[src/rtl/jk_reg_bank.sv]
// Multi-mode (JK/T/D/SR) register bank with parallel load, clock enable,
// per-bit change pulses, a saturating change counter and a sticky SR error flag.
module jk_reg_bank #(
  parameter int               WIDTH   = 8,
  parameter logic [WIDTH-1:0] RST_VAL = '0,
  parameter int               CNT_W   = 8
) (
  input  logic             clk,
  input  logic             rst,
  input  logic             en,
  input  logic             load,
  input  logic [WIDTH-1:0] d,
  input  logic [1:0]       mode,
  input  logic [WIDTH-1:0] j,
  input  logic [WIDTH-1:0] k,
  output logic [WIDTH-1:0] q,
  output logic [WIDTH-1:0] qn,
  output logic [WIDTH-1:0] chg,
  output logic [CNT_W-1:0] chg_cnt,
  output logic             err
);

  localparam logic [1:0]       MODE_JK = 2'b00;
  localparam logic [1:0]       MODE_T  = 2'b01;
  localparam logic [1:0]       MODE_D  = 2'b10;
  localparam logic [1:0]       MODE_SR = 2'b11;
  localparam logic [CNT_W-1:0] CNT_MAX = {CNT_W{1'b1}};

  logic [WIDTH-1:0] q_r;
  logic [WIDTH-1:0] chg_r;
  logic [CNT_W-1:0] cnt_r;
  logic             err_r;
  logic [WIDTH-1:0] q_next_s;
  logic             illegal_s;
  logic             changed_s;

  // Next-state selection: load beats enable; SR 11 holds its bit and flags an error.
  always_comb begin
    q_next_s  = q_r;
    illegal_s = 1'b0;
    if (load) begin
      q_next_s = d;
    end else if (en) begin
      case (mode)
        MODE_JK: q_next_s = (j & ~q_r) | (~k & q_r);
        MODE_T:  q_next_s = q_r ^ j;
        MODE_D:  q_next_s = j;
        MODE_SR: begin
          q_next_s  = (j & ~k) | (q_r & (j | ~k));
          illegal_s = |(j & k);
        end
        default: q_next_s = q_r;
      endcase
    end else begin
      q_next_s = q_r;
    end
  end

  // Any bit difference counts as a single change event.
  always_comb begin
    changed_s = (q_next_s != q_r);
  end

  // State, change pulse, saturating counter and sticky error register.
  always_ff @(posedge clk) begin
    if (rst) begin
      q_r   <= RST_VAL;
      chg_r <= '0;
      cnt_r <= '0;
      err_r <= 1'b0;
    end else begin
      q_r   <= q_next_s;
      chg_r <= q_next_s ^ q_r;
      if (changed_s && (cnt_r != CNT_MAX)) begin
        cnt_r <= cnt_r + {{(CNT_W-1){1'b0}}, 1'b1};
      end else begin
        cnt_r <= cnt_r;
      end
      err_r <= err_r | illegal_s;
    end
  end

  assign q       = q_r;
  assign qn      = ~q_r;
  assign chg     = chg_r;
  assign chg_cnt = cnt_r;
  assign err     = err_r;

endmodule

[config.mk]
export PLATFORM = sky130hd
export DESIGN_NAME = jk_reg_bank
export DESIGN_NICKNAME = d
export VERILOG_FILES = /design/src/rtl/jk_reg_bank.sv
export SDC_FILE = /design/constraint.sdc
export NUM_CORES = 1
export LEC_CHECK = 0
export ABC_AREA = 1
export CAP_MARGIN = 0
export CORE_UTILIZATION = 40
export CTS_BUF_LIST = sky130_fd_sc_hd__clkbuf_8
export DETAILED_ROUTE_END_ITERATION = 8
export GPL_TIMING_DRIVEN = 0
export PLACE_DENSITY = 0.75
export SLEW_MARGIN = 0
export SYNTH_ARGS = -nofsm -noshare
export SYNTH_HDL_FRONTEND = slang
export SYNTH_SLANG_ARGS = --single-unit
[constraint.sdc]
create_clock -name clk -period 1.9 [get_ports clk]
set_input_delay 0.38 -clock clk [delete_from_list [all_inputs] [get_ports clk]]
set_output_delay 0.38 -clock clk [all_outputs]
set_load 0.02 [all_outputs]
==> Word level (Yosys, flattened, before mapping) <==
Index checks and enable logic that the tools add are counted.
Widths: inputs -> output; s select.
{ "totals": {"reg_bits": 25, "word_cells": 32, "output_inout_bits": 33, "inputBits": 30} }
{ "op_classes": {"n_eq_ne": 5, "bitwise_logic": 13, "addsub": 1, "reduce_logical": 3, "n_mux": 6} }
{ "op_table": {"columns": ["op", "n"], "rows": [
  ["$and 8x8->8", 5],
  ["$pmux 8 s4", 1],
  ["$or 8x8->8", 3],
  ["$mux 8", 2],
  ["$not 8->8", 2],
  ["$xor 8x8->8", 2],
  ["$add 8x1->8 const B", 1],
  ["$ne 8x8->1", 1],
  ["$ne 8x8->1 const B", 1],
  ["$reduce_or 8->1", 1],
  ["$eq 2x2->1 const B", 2],
  ["$mux 1", 3],
  ["$eq 2x1->1 const B", 1],
  ["$logic_not 2->1", 1],
  ["$logic_and 1x1->1", 1],
  ["$or 1x1->1", 1]
]} }

==> Longest topological paths before layout <==
Gate-level depths: netlist (run 1).
{ "depth": {"depth_word": 9, "ltp_mapped": 17, "mapped_depth_nobuf": 15} }

==> Worst setup path before layout (run 1) <==
OpenSTA, ideal clock, no wires.
{ "synth_timing": {"path_kind": "in2reg", "from": "input mode[0]", "to": "register cnt_r[0] (netlist: chg_cnt[0])", "setup_ns": 0.116, "n_path_buf": 2, "required_time_ns": 1.784, "path_slack_ns": 0.097, "t_arrival_ns": 1.688, "stages": 16, "cell_sequence": "buf_4 inv_2 nand2_4 nand2_1 nand2_1 nand2_1 nand2_1 nand3_1 nand2_1 nand2_1 nand2_1 nor2_2 nand2_2 buf_6 a21oi_1 nor2_1"} }
{ "synth_via": {"elab_chain_cells": 6, "elab_cells_between_ends": 9, "classes_between": "eq/ne: 4; mux: 3; reduce/logical: 2"} }
{ "synth_lines": {"columns": ["item", "line", "rtl"], "rows": [
  ["start: declaration", "13", "input logic [1:0] mode,"],
  ["$eq 2x2->1 (tied with other cells)", "44", "case (mode)"],
  ["$pmux 8 s4 *", "44", null],
  ["$mux 8 *", "43", "end else if (en) begin"],
  ["$mux 8 *", "41", "if (load) begin"],
  ["$ne 8x8->1 *", "61", "changed_s = (q_next_s != q_r);"],
  ["$logic_and 1x1->1 *", "74", "if (changed_s && (cnt_r != CNT_MAX)) begin"],
  ["end signal: assignment", "75", "cnt_r <= cnt_r + {{(CNT_W-1){1'b0}}, 1'b1};"],
  ["end signal: assignment", "77", "cnt_r <= cnt_r;"],
  ["end: declaration", "31", "logic [CNT_W-1:0] cnt_r;"]
]} }
Every way passes the cells marked *; elsewhere a longest branch is shown, timed or not.
A chain may end at the register's enable or synchronous reset.

==> Final worst setup path (run 1) <==
{ "layout_timing": {"from": "input load", "to": "register cnt_r[4] (netlist: chg_cnt[4])"} }
{ "layout_via": {"elab_chain_cells": 3} }
{ "layout_lines": {"columns": ["item", "line", "rtl"], "rows": [
  ["start: declaration", "11", "input logic load,"],
  ["$mux 8", "41", null],
  ["$ne 8x8->1", "61", null],
  ["$logic_and 1x1->1", "74", null]
]} }
Every way passes these cells.

==> results of run 1 <==
[synth_stat cells]
cell type / instances / share of area (%)
nand2_1: 77 / 18
nand3_1: 45 / 14
nor2_1: 34 / 8.0
dfxtp_1: 25 / 31
inv_1: 21 / 4.9
a21oi_1: 13 / 4.1
or2_2: 8 / 3.1
nand4_1: 4 / 1.6
buf_4: 3 / 1.4
nor2_2: 3 / 1.2
o211ai_1: 3 / 1.4
xor2_1: 3 / 1.6
a221oi_1: 2 / 1.1
clkbuf_1: 2 / 0.47
inv_2: 2 / 0.47
nand2_2: 2 / 0.78
nand3_2: 2 / 1.3
xnor2_1: 2 / 1.1
a22o_1: 1 / 0.55
a31oi_1: 1 / 0.39
buf_2: 1 / 0.31
buf_6: 1 / 0.71
ha_1: 1 / 0.78
nand2_4: 1 / 0.71
nor3_1: 1 / 0.31
[power groups by stage]
stage / clock network [µW] / registers (µW) / logic, µW
floorplan: 0 / 645 / 203
global placement: 0 / 600 / 460
finish: 311 / 590 / 481
detailed placement: 0 / 601 / 464
global route: 336 / 596 / 529
CTS: 322 / 589 / 466
[critical path, cell delays in order]
cell and delay [ps]:
buf_2 160, inv_2 90, buf_4 180, or2_2 300, nand3_2 80, nand2_1 50
nand2_1 100, nand2_1 90, nor2_2 100, nand2_2 100, buf_6 150, nand3_1 60
a21oi_1 80
[what timing repair did]
action | 4_1_cts | 5_1_grt
setup endpoints to repair | 8 | 8
gates resized for setup | 6 | 46
cloned | 0 | 1
pin swaps | 0 | 8
[metrics by stage]
step                worst slack [ps]  util, %
finish                           123     64.9
global route                   -4.80     64.9
CTS                             1.34     61.6
detailed placement              -679     60.2
global placement                -647     60.2
floorplan                       96.5        -
[metal layers]
layer  share of wire [%]  routed length, µm
met1                  45               2020
met2                  49               2220
met3                 5.2                234
met4                 1.2                 53
met5                   0                  0
[cells by family after synthesis]
kind of cell	count (synthesis)	share of synthesized area, %
AOI/OAI and AO/OA	20	7.54
adders and majority gates	1	0.785
DFF	25	31.4
and+or+nand+nor	177	49.2
xor gates and xnor gates	5	2.75
buffers and inverters	30	8.32
[sequential cells by signal, summed over array words and instances, names as in the netlist]
register,count
chg,8
err,1
q,8
chg_cnt,8
[layout make-up]
type	instances	area share [%]
clock buffer	3	1.70
buffer	7	2.16
inverter	23	3.66
timing repair buffer	61	26.4
tap	48	2.47
clock inverter	1	0.154
sequential	25	20.7
multi-input combinational	203	42.7
[worst paths after layout]
check / from / to / slack (ps) / cells past startpoint
setup reg to reg: chg_cnt[0] / chg_cnt[3] / 250 / 7
setup / recovery: load / chg_cnt[4] / 120 / 13
hold reg to reg: err / err / 500 / 2
hold / removal: en / err / 460 / 3
==> key figures, run 1 <==
Status
  • Status: finished, final reports clean

CTS
  • Postcts setup bufs: 0
  • Clock-pin slew on the worst setup and hold paths: 90 ps
  • Root buf cell: clkbuf_8
  • CTS Buffer Depth: 2
  • Max H-tree Level: 1
  • TritonCTS buffer count: 3
  • CTS Sinks: 25
  • Hold buffer count at CTS: 0
  • Worst skew pair latency: 270 ps
  • CTS tree: yes

Routing
  • DRC viols: 0
  • DRT iter0 DRCs: 115
  • Drt wl/cell: 12.2 µm
  • Routed via count: 1867
  • Post-detailed-route count of antenna-violating nets: 0
  • Total Wirelength: 4530 µm
  • Vias per cell: 5.03
  • First-pass DRT Iterations: 4

Worst setup path
  • WS Path Type: in2reg
  • Crit path required time: 2040 ps
  • CP max FO: 10
  • Arrival time worst endpoint: 1920 ps
  • Worst setup EP type: register
  • Startpoint Class: primary input

Logic synthesis
  • Mapped Cells: 258
  • Net Count, Synth: 289
  • Yosys warnings: 0
  • Post-Syn Area: 1590 µm²
  • Register area share after synthesis: 31.4%
  • Synth Register Bits: 25
  • Syn avg cell area: 6.18 µm²
  • Distinct cells, synth: 25

Power
  • Logic pwr share: 34.8%
  • Internal power consumption: 926 µW
  • Sw Ratio: 33.0%
  • IR drop worst, VDD: 0.000400 V
  • Tot Pwr: 1380 µW
  • P_leak: 0.00124 µW
  • Sw power: 455 µW
  • Power Dens Cells: 568 nW/µm²
  • Clk pwr share: 22.5%
  • Flop pwr share: 42.7%

Layout
  • Share of cells above drive strength 1: 15.8%
  • Most frequent cells in the layout: nand2_1 (71), clkdlybuf4s50_1 (42), nand3_1 (38), nor2_1 (33), dfxtp_1 (23)
  • Fin cells: 371
  • Area of the multi-input gates: 1040 µm²
  • Commonest non-fill, non-tap cell in the layout: nand2_1
  • Antenna diode count: 0
  • Final Instance Area: 2430 µm²
  • P&R area growth vs syn: 52.4%
  • Fill cells: 368
  • Reg area: 503 µm²
  • Post-layout nets: 355

Timing
  • Final hold violations: 0
  • Fin. max-slew vios: 0
  • Final setup violating endpoints: 0
  • Tcrit/Tclk final: 93.5%
  • Rel. slew slack: 65.7%
  • Hold slack: 456 ps
  • Final min period: 1780 ps
  • Setup TNS: 0 ps
  • Layout Skew: 6.22 ps
  • Fmax achieved: 0.563 GHz
  • Slew @ Worst Pin: 515 ps

Min path
  • Hold Path Class: in2reg

Floorplanning
  • Die W: 65.1 µm
  • Die ar.: 4240 µm²
  • Initial core utilization: 42.6%
  • Placeable Area: 3740 µm²
  • Site row count: 22
  • Chip height: 65.1 µm
  • Io pins: 63

Global route
  • Gr busiest metal: met2
  • Largest net degree at the start of global routing: 14
  • First-pass GRT wire length: 7470 µm
  • Vias in the first global route: 1714
  • GRT Util Overall: 22.6%
  • Grt total ovfl: 0
  • Met1 usage in global routing: 28.0%
  • M3 GR Usage: 5.38%
  • GRT met2 Usage: 38.7%
  • Antenna violations before repair: 0

Place
  • DP Area: 2250 µm²
  • Number of port buffers: 60
  • RD Place Congestion: 0.805
  • Placed instance count: 366
  • Post-DP HPWL: 3350 µm

Run
  • Max-cap violation count: 0
(Power assumes the default switching activity.)
==> run 2, diff against run 1 <==
--- a/config.mk
+++ b/config.mk
@@ -7,11 +7,10 @@
 export LEC_CHECK = 0
 export ABC_AREA = 1
 export CAP_MARGIN = 0
-export CORE_UTILIZATION = 40
+export CORE_UTILIZATION = 30
 export CTS_BUF_LIST = sky130_fd_sc_hd__clkbuf_8
 export DETAILED_ROUTE_END_ITERATION = 8
 export GPL_TIMING_DRIVEN = 0
-export PLACE_DENSITY = 0.75
 export SLEW_MARGIN = 0
 export SYNTH_ARGS = -nofsm -noshare
 export SYNTH_HDL_FRONTEND = slang
==> run 2 against run 1 <==
Against the previous run: core utilization is 17 points lower; wire length is 5.4% higher; cell count is 6.2% higher; sequential power hardly changed; flip-flop and latch count stayed put; global-route usage is 5.0 points lower; clock skew is 1.3 ps lower; clock power is 11% higher; design area is 0.88% higher; total power is 2.6% higher; largest cell class unchanged.
==> key figures, run 2 (synthesis gave the netlist of run 1 again) <==
Min path
  • Hold Path Class: in2reg (unchanged)
  • WHS Path Cells: 3 (unchanged)
  • Worst Hold Endpoint: err (unchanged)
  • Hold path start: en (unchanged)

Power
  • Logic pwr share: 34.1% (was 34.8%)
  • Power Dens Cells: 578 nW/µm² (was 568 nW/µm²)
  • Sw Ratio: 34.3% (was 33.0%)
  • Internal power consumption: 931 µW (was 926 µW)
  • Clk pwr share: 24.4% (was 22.5%)
  • IR drop worst, VDD: 0.000339 V (was 0.000400 V)
  • Sw power: 485 µW (was 455 µW)
  • Tot Pwr: 1420 µW (was 1380 µW)
  • Flop pwr share: 41.6% (was 42.7%)
  • P_leak: 0.00123 µW (was 0.00124 µW)

Floorplanning
  • Die W: 74.9 µm (was 65.1 µm)
  • Die ar.: 5610 µm² (was 4240 µm²)
  • Site row count: 26 (was 22)
  • Placeable Area: 5110 µm² (was 3740 µm²)
  • Chip height: 74.9 µm (was 65.1 µm)
  • Io pins: 63 (unchanged)
  • Initial core utilization: 31.2% (was 42.6%)

Layout
  • P&R area growth vs syn: 53.8% (was 52.4%)
  • Antenna diode count: 0 (unchanged)
  • Commonest non-fill, non-tap cell in the layout: nand2_1 (unchanged)
  • Most frequent cells in the layout: nand2_1 (73), clkdlybuf4s50_1 (44), nand3_1 (41), nor2_1 (33), dfxtp_1 (23) (was nand2_1 (71), clkdlybuf4s50_1 (42), nand3_1 (38), nor2_1 (33), dfxtp_1 (23))
  • Share of cells above drive strength 1: 14.5% (was 15.8%)
  • Post-layout nets: 356 (was 355)

Routing
  • Routed via count: 1861 (was 1867)
  • Drt wl/cell: 12.1 µm (was 12.2 µm)
  • DRT iter0 DRCs: 101 (was 115)
  • Post-detailed-route count of antenna-violating nets: 0 (unchanged)
  • First-pass DRT Iterations: 4 (unchanged)
  • DRC viols: 0 (unchanged)
  • Total Wirelength: 4770 µm (was 4530 µm)
  • Vias per cell: 4.72 (was 5.03)

CTS
  • TritonCTS buffer count: 3 (unchanged)
  • CTS Buffer Depth: 2 (unchanged)
  • CTS Sinks: 25 (unchanged)
  • Clock-pin slew on the worst setup and hold paths: 100 ps (was 90 ps)
  • Worst skew pair latency: 280 ps (was 270 ps)
  • CTS tree: yes (unchanged)
  • Hold buffer count at CTS: 0 (unchanged)
  • Max H-tree Level: 1 (unchanged)
  • Root buf cell: clkbuf_8 (unchanged)

Global route
  • Largest net degree at the start of global routing: 16 (was 14)
  • Antenna violations before repair: 0 (unchanged)
  • First-pass GRT wire length: 7570 µm (was 7470 µm)
  • Grt total ovfl: 0 (unchanged)
  • GRT Util Overall: 17.6% (was 22.6%)
  • Vias in the first global route: 1659 (was 1714)

Timing
  • Final WS setup: 109 ps (was 123 ps)
  • Tcrit/Tclk final: 94.3% (was 93.5%)
  • Slew @ Worst Pin: 545 ps (was 515 ps)
  • Layout Skew: 4.93 ps (was 6.22 ps)
  • Final min period: 1790 ps (was 1780 ps)
  • Rel. slew slack: 63.7% (was 65.7%)
  • Hold slack: 454 ps (was 456 ps)
  • Fmax achieved: 0.558 GHz (was 0.563 GHz)
  • Final hold violations: 0 (unchanged)
  • Fin. max-slew vios: 0 (unchanged)
  • Final setup violating endpoints: 0 (unchanged)

Worst setup path
  • Crit path required time: 2090 ps (was 2040 ps)
  • CP max-delay cell: clkdlybuf4s50_1 (was or2_2)
  • Setup slack, reg-to-reg: 220 ps (was 250 ps)
  • CP max FO: 5 (was 10)
  • Cell family with most CP delay: simple AND/OR/NAND/NOR gates (unchanged)
  • R2r worst-path depth: 14 (was 7)
  • Worst setup EP type: register (unchanged)
  • Reg-to-Reg Start: q[3] (was chg_cnt[0])
  • Worst path max stage delay: 490 ps (was 300 ps)
  • Critical path cell sequence: clkdlybuf4s50_1, inv_2, nand2_1, nand4_1, nand2_1, nand2_2, nand3_2, nand2_1, nand2_2, nand2_2, nor2_4, nand2_4, buf_6, a21oi_1, nor2_1 (was buf_2, inv_2, buf_4, or2_2, nand3_2, nand2_1, nand2_1, nand2_1, nor2_2, nand2_2, buf_6, nand3_1, a21oi_1)
  • Arrival time worst endpoint: 1980 ps (was 1920 ps)
  • WS Path Type: in2reg (unchanged)
  • Startpoint Class: primary input (unchanged)
  • RR Endpoint: chg_cnt[0] (was chg_cnt[3])
  • Worst Path Buf+Inv: 3 (was 4)

Place
  • RD Place Congestion: 0.810 (was 0.805)
  • Placement Setup Slack: -676 ps (was -679 ps)
  • Number of port buffers: 60 (unchanged)
  • Post-DP HPWL: 3550 µm (was 3350 µm)

Run
  • Max-cap violation count: 0 (unchanged)

Status
  • Status: finished, final reports clean (unchanged)
==> run 2: worst max path at each step <==
stage               startpoint         end  slack (ps)  cells past startpoint
finish                    k[6]  chg_cnt[0]         110                     15
global route              k[6]  chg_cnt[0]        -0.9                     15
CTS                       k[5]  chg_cnt[0]           2                     15
detailed placement        load  chg_cnt[0]        -680                     13
global placement          load  chg_cnt[0]        -660                     13
floorplan              mode[0]  chg_cnt[0]         100                     16
==> run 2: power by group through the flow <==
stage	Sequential, µW	Combinational [µW]	Clock [µW]
5_1_grt	594	532	377
3_5_place_dp	600	466	0
3_3_place_gp	601	462	0
4_1_cts	588	468	358
2_1_floorplan	645	203	0
6_report	589	482	345
==> run 2: per-layer routing <==
layer | track usage [%] | wire length, µm | up-vias
li1 | - | - | 965
met1 | 22.2 | 2160 | 855
met2 | 30.9 | 2420 | 37
met3 | 2.54 | 150 | 4
met4 | 5.03 | 40 | 0
met5 | 0 | 0 | -
==> run 2: area by class of cell <==
type	count	area (µm²)
fillers	547	2660
multi-input cells	203	1030
repair buffers	62	644
flip-flops and latches	25	503
inverters	23	88.8
well taps	70	87.6
plain buffers	7	52.6
clock buffers	3	41.3
clock inverters	1	7.51
==> run 2: timing repair <==
item                                    4_1_cts  5_1_grt
resized for setup                             6       44
endpoints found under the setup margin        8        8
gates cloned                                  0        1
pin swaps                                     0       11
buffers inserted                              0        1
==> run 2: per-stage QoR <==
| step | area, µm² | util, % | setup TNS, ps | cells |
|---|---|---|---|---|
| 6_report | 2450 | 48.0 | 0 | 394 |
| 5_1_grt | 2450 | 48.0 | -0.893 | 394 |
| 4_1_cts | 2330 | 45.7 | 0 | 392 |
| 3_5_place_dp | 2280 | 44.7 | -6090 | 388 |
| 3_3_place_gp | 2280 | 44.7 | -5810 | 388 |
| 2_1_floorplan | 1590 | - | 0 | 258 |
==> run 2: worst min-delay path, stage by stage <==
cell     delay, ps
buf_4          150
a31oi_1        100
nor2_1          70
